<file path="config.mk">
export PLATFORM = sky130hd
export DESIGN_NAME = rsp_serializer
export DESIGN_NICKNAME = d
export VERILOG_FILES = /design/src/rtl/cmd_pkg.sv /design/src/rtl/rsp_serializer.sv
export SDC_FILE = /design/constraint.sdc
export NUM_CORES = 1
export LEC_CHECK = 0
export CAP_MARGIN = 20
export CORE_MARGIN = 4
export CORE_UTILIZATION = 52
export CTS_CLUSTER_SIZE = 25
export DETAILED_ROUTE_END_ITERATION = 12
export GPL_TIMING_DRIVEN = 0
export PLACE_DENSITY = 0.84
export SLEW_MARGIN = 5
export SYNTH_ARGS = -nofsm -noshare
export SYNTH_HDL_FRONTEND = slang
export SYNTH_SLANG_ARGS = --single-unit
</file>
<file path="constraint.sdc">
create_clock -name clk -period 3.4 [get_ports clk]
set_clock_uncertainty 0.05 [all_clocks]
set_input_delay 0.68 -clock clk [delete_from_list [all_inputs] [get_ports clk]]
set_output_delay 0.68 -clock clk [all_outputs]
set_load 0.03 [all_outputs]
</file>
<file path="src/rtl/cmd_pkg.sv">
// cmd_pkg: shared command/response types, encodings and frame helpers
//  rsp_packet_t  response packet {cmd_type, status, addr, data}
//  rsp_state_e   serializer FSM states
package cmd_pkg;
   localparam logic [3:0] RSP_HDR_SYNC = 4'hA;
   localparam logic [1:0] CMD_NOP   = 2'b00;
   localparam logic [1:0] CMD_READ  = 2'b01;
   localparam logic [1:0] CMD_WRITE = 2'b10;
   localparam logic [1:0] CMD_STAT  = 2'b11;
   typedef struct packed {
      logic [1:0] cmd_type;
      logic [1:0] status;
      logic [7:0] addr;
      logic [7:0] data;
   } rsp_packet_t;
   typedef enum logic [2:0] {S_IDLE, S_HDR, S_ADDR, S_DATA, S_CSUM} rsp_state_e;
   function automatic logic [7:0] rsp_csum(input logic [7:0] hdr, input logic [7:0] addr, input logic [7:0] data);
      return hdr ^ addr ^ data;
   endfunction
endpackage

</file>
<file path="src/rtl/rsp_serializer.sv">
// rsp_serializer: pops response packets and writes them as 3/4-byte frames into the TX byte FIFO
//  clk, rst                            clock, async active-high reset
//  rsp_fifo_valid/rd_data/rd_en        first-word fall-through response FIFO read side
//  tx_fifo_full/wr_en/wr_data          TX byte FIFO write side
//  busy                                frame in progress
//  tx_pkt_count                        completed frames since reset (wrapping)
module rsp_serializer
   import cmd_pkg::*;
#(
   parameter logic [3:0] HDR_SYNC    = RSP_HDR_SYNC,
   parameter bit         EN_CHECKSUM = 1'b1,
   parameter int         CNT_W       = 16
) (
   input  logic             clk,
   input  logic             rst,
   input  logic             rsp_fifo_valid,
   input  rsp_packet_t      rsp_fifo_rd_data,
   output logic             rsp_fifo_rd_en,
   input  logic             tx_fifo_full,
   output logic             tx_fifo_wr_en,
   output logic [7:0]       tx_fifo_wr_data,
   output logic             busy,
   output logic [CNT_W-1:0] tx_pkt_count
);
   rsp_state_e  state, nxt;
   rsp_packet_t pkt;
   logic [7:0]  hdr_byte;
   logic        frame_done;
   assign hdr_byte = {HDR_SYNC, pkt.status, pkt.cmd_type};
   assign busy = state != S_IDLE;
   // rst gates the pop so rd_en reads 0 while reset is held, even with valid high
   assign rsp_fifo_rd_en = state == S_IDLE && rsp_fifo_valid && !rst;
   assign tx_fifo_wr_en = busy && !tx_fifo_full;
   assign tx_fifo_wr_data = state == S_HDR  ? hdr_byte :
                            state == S_ADDR ? pkt.addr :
                            state == S_DATA ? pkt.data :
                            state == S_CSUM ? rsp_csum(hdr_byte, pkt.addr, pkt.data) : 8'h00;
   assign frame_done = tx_fifo_wr_en && state == (EN_CHECKSUM ? S_CSUM : S_DATA);
   always_comb begin
      nxt = state;
      case (state)
         S_IDLE:  nxt = rsp_fifo_valid ? S_HDR : S_IDLE;
         S_HDR:   nxt = tx_fifo_full ? S_HDR : S_ADDR;
         S_ADDR:  nxt = tx_fifo_full ? S_ADDR : S_DATA;
         S_DATA:  nxt = tx_fifo_full ? S_DATA : (EN_CHECKSUM ? S_CSUM : S_IDLE);
         S_CSUM:  nxt = tx_fifo_full ? S_CSUM : S_IDLE;
         default: nxt = S_IDLE;
      endcase
   end
   always_ff @(posedge clk or posedge rst) begin
      if (rst) begin
         state        <= S_IDLE;
         pkt          <= '0;
         tx_pkt_count <= '0;
      end else begin
         state <= nxt;
         if (rsp_fifo_rd_en) pkt <= rsp_fifo_rd_data;
         if (frame_done) tx_pkt_count <= tx_pkt_count + CNT_W'(1);
      end
   end
endmodule

</file>
==> out/qor.yml <==
timing:
  total_setup_violations_reported_at_the_end_of_the_flow: 0
  tightest_slew_ps: 474.0
  max_freq_mhz: 315.0
  layout_worst_path_cycle_share_pct: 93.38
  layout_setup_ws_ps: 225.2
  final_number_of_hold_violating_endpoints: 0
  grt_setup_unrepaired: "false"
  post_layout_minimum_cycle_time_ps: 3175
  final-max-slew-violation-count: 0
  worst_rel_slew_slack_pct: 68.27
  finalSetupTns_ps: 0
floorplanning:
  design.core.area_mm2: 0.003661
  die_area_mm2: 0.004850
  fp-row-count: 22
  initial_utilization_pct: 53.96
  die_height_um: 69.64
  design.portCount: 51
  dieWidth_um: 69.64
clocking:
  ctsHtreeMaxLevel: 2
  total_clock_sinks: 39
  clock_tree_root_driver_cell: "sky130_fd_sc_hd__clkbuf_8"
  post-cts-setup-buffers: 0
  worst_setup_hold_path_clk_slew_ps: 70
  cts_tree: "built"
  numCtsBuffers: 5
  clock_insertion_delay_worst_skew_ps: 280
  cts_buffer_depth: 2
yosys:
  ys_top_cells_by_area: "sky130_fd_sc_hd__dfrtp_1, sky130_fd_sc_hd__mux2_2, sky130_fd_sc_hd__xor2_1"
  syn_area_per_cell_um2: 11.55
  asyncSetResetFlopFracSynth_pct: 100.0
  synth.distinct_cells: 30
  yosys_warnings: 0
  synth-main-ff-cell: "sky130_fd_sc_hd__dfrtp_1"
  synthMostInstantiatedCell: "sky130_fd_sc_hd__dfrtp_1"
  synthesis.area_mm2: 0.001976
  synth-edff-count: 0
  synthCells: 171
  synth_common_cells: "sky130_fd_sc_hd__dfrtp_1, sky130_fd_sc_hd__mux2_2, sky130_fd_sc_hd__xor2_1, sky130_fd_sc_hd__xnor2_1, sky130_fd_sc_hd__nand2_1"
  seq_area_frac_synth_pct: 49.40
  post-synth-top-area-fraction_pct: 49.40
  post-synth-top-area-cell: "sky130_fd_sc_hd__dfrtp_1"
  synth-seq-cells: 39
  postSynthNetCount: 196
route:
  iteration_count_of_the_initial_detailed_routing_pass: 4
  route.vias.total: 1465
  vias_per_cell: 5.289
  drc: 0
  wl_per_cell_um: 14.50
  drt_first_iter_violations: 82
  route.final.wire_length_um: 4017
  antenna_left: 0
cells_and_area:
  fill_cell_total_of_the_finished_layout: 265
  final_layout_net_count: 253
  final_layout_size_suffix_gt1_share_pct: 17.47
  area_growth_syn_to_layout_pct: 34.33
  antenna-diode-count: 0
  fin_area_mm2: 0.002654
run:
  max-cap-violations: 0
global_route:
  grt.overflow.total: 0
  first_global_vias: 1413
  groute.usage.overall_pct: 17.14
  initial_antenna_violation_count: 0
  grt_first_pass_wirelength_um: 6665
  pin_count_of_the_biggest_net_entering_global_routing: 41
critical_path:
  cp_data_required_time_ps: 2670
  criticalPathCategory: "reg -> out"
  critical_path.n_buffers_inverters: 2
  kind_of_end_point_of_the_critical_path: "primary output"
  critical_path.max_fanout: 10
  path_delay_family: "buffers and inverters"
  setup.worst_path.start_class: "flop"
  crit_path_cell_trace: "clkbuf_1 -> nor2b_1 -> a21o_1 -> a21oi_1 -> o22ai_1 -> clkdlybuf4s50_1"
  critical_path.max_stage_delay_ps: 710
  cp.arrival_ps: 2440
  worst_path_max_delay_cell: "sky130_fd_sc_hd__clkdlybuf4s50_1"
placed_design:
  place.gp.congestion: 0.7736
  half_perimeter_wire_length_after_placement_um: 2907
  port_buffers: 50
  pre_cts_worst_setup_slack_ps: -467.7
  placedInstanceArea_mm2: 0.002536
power:
  power.density_mw_per_mm2: 832.6
  peakVddDrop_uv: 632.6
  static-leakage-power_nw: 1.164
min_path:
  holdCritPathClass: "reg -> reg"
run_status:
  status: "complete, no violations"
[worst register-to-register path: stages (launching register included)]
cell and delay (ps):
sky130_fd_sc_hd__dfrtp_1 380, sky130_fd_sc_hd__buf_6 140, sky130_fd_sc_hd__nor4b_4 440, sky130_fd_sc_hd__nand4_4 210, sky130_fd_sc_hd__nor4_1 410, sky130_fd_sc_hd__xor2_1 190
[kinds of logic (layout without fill, tap and decap cells)]
group                      count (synthesis)  after routing  synth area share [%]
DFF                                       39             39                 49.40
and+or+nand+nor                           46             46                 13.93
adders and majority gates                  1              1                0.6332
xor gates and xnor gates                  27             27                 11.97
AOI/OAI and AO/OA                         19             19                 6.396
buffers and inverters                     13             71                 2.913
muxes                                     26             26                 14.76
[repair_timing]
item | CTS | global route
setup endpoints to repair | 1 | 0
gates resized for setup | 5 | 0
hold buffers | 0 | 0
[state kept, by name, summed over array words and instances (netlist names)]
name          flops
pkt              16
state             3
tx_pkt_count     16
hdr_byte          4
[routing by layer]
metal  track usage [%]  vias to the layer above  part of all wire [%]
li1                  -                      717                     -
met1             22.72                      713                    45
met2             27.44                       33                    50
met3             5.652                        2                   4.7
met4             3.830                        0                  0.45
met5                 0                        -                     0
[layout make-up]
| cell class | instances | area, um^2 | area share, % |
|---|---|---|---|
| buffer | 6 | 32.53 | 1.226 |
| clock buffer | 7 | 96.34 | 3.630 |
| clock inverter | 1 | 7.507 | 0.2829 |
| inverter | 7 | 40.04 | 1.509 |
| multi-input combinational | 119 | 942.2 | 35.50 |
| sequential | 39 | 975.9 | 36.78 |
| tap | 48 | 60.06 | 2.263 |
| timing repair buffer | 50 | 499.2 | 18.81 |
[worst paths after layout]
| check | start | end | slack [ps] | cells past startpoint |
|---|---|---|---|---|
| setup / recovery | state[2] | tx_fifo_wr_data[6] | 230 | 6 |
| hold / removal | tx_pkt_count[15] | tx_pkt_count[15] | 430 | 1 |
| setup reg to reg | state[1] | tx_pkt_count[13] | 1520 | 5 |
| hold reg to reg | tx_pkt_count[15] | tx_pkt_count[15] | 430 | 1 |
| max in group asynchronous | rst | tx_pkt_count[0] | 2350 | 2 |
| min in group asynchronous | rst | tx_pkt_count[14] | 710 | 2 |
[metrics by stage]
stage / util (%) / power (mW) / hold slack (ps) / std cells
2_1_floorplan: - / 1.524 / 429.4 / 171
3_3_place_gp: 69.28 / 1.844 / 404.6 / 269
3_5_place_dp: 69.28 / 1.873 / 416.6 / 269
4_1_cts: 72.49 / 2.225 / 428.5 / 277
5_1_grt: 72.49 / 2.349 / 465.3 / 277
6_report: 72.49 / 2.210 / 427.8 / 277
[cell usage in the layout (no fill, tap or decap)]
cell                              netlist  layout
sky130_fd_sc_hd__nor3_1                 5       5
sky130_fd_sc_hd__nand4_4                1       1
sky130_fd_sc_hd__dlygate4sd2_1          0       1
sky130_fd_sc_hd__inv_1                  7       6
sky130_fd_sc_hd__nand2b_1               1       1
sky130_fd_sc_hd__xnor2_1               11      11
sky130_fd_sc_hd__clkbuf_8               0       7
sky130_fd_sc_hd__nor4b_1                1       1
sky130_fd_sc_hd__a22oi_1                6       6
sky130_fd_sc_hd__nor2_1                 7       7
sky130_fd_sc_hd__o22ai_1                5       5
sky130_fd_sc_hd__mux2i_1                1       1
sky130_fd_sc_hd__o21ai_0                3       3
sky130_fd_sc_hd__clkbuf_2               0       1
sky130_fd_sc_hd__nand2_1                9       9
sky130_fd_sc_hd__nor2b_1                6       6
sky130_fd_sc_hd__clkdlybuf4s50_1        0      49
sky130_fd_sc_hd__and2b_2                1       1
sky130_fd_sc_hd__ha_1                   1       1
sky130_fd_sc_hd__a32oi_1                2       2
sky130_fd_sc_hd__mux2_2                25      25
sky130_fd_sc_hd__nand4_1                2       2
sky130_fd_sc_hd__dfrtp_1               39      39
sky130_fd_sc_hd__xor2_1                16      16
sky130_fd_sc_hd__clkbuf_1               4       3
sky130_fd_sc_hd__nor3b_1                1       1
sky130_fd_sc_hd__buf_6                  1       1
sky130_fd_sc_hd__bufinv_8               0       1
sky130_fd_sc_hd__nand3_1                6       6
sky130_fd_sc_hd__and4_1                 1       1
sky130_fd_sc_hd__clkinvlp_4             0       1
sky130_fd_sc_hd__a21oi_1                2       2
sky130_fd_sc_hd__nor4b_4                1       1
sky130_fd_sc_hd__nor4_1                 4       4
sky130_fd_sc_hd__a21o_1                 1       1
sky130_fd_sc_hd__buf_2                  1       1
[power breakdown]
group	total [mW]	internal, mW	switching, mW
Clock	0.339	0.184	0.155
Sequential	0.763	0.618	0.146
Combinational	1.11	0.552	0.556
Total	2.21	1.35	0.856
(Power assumes the default switching activity.)
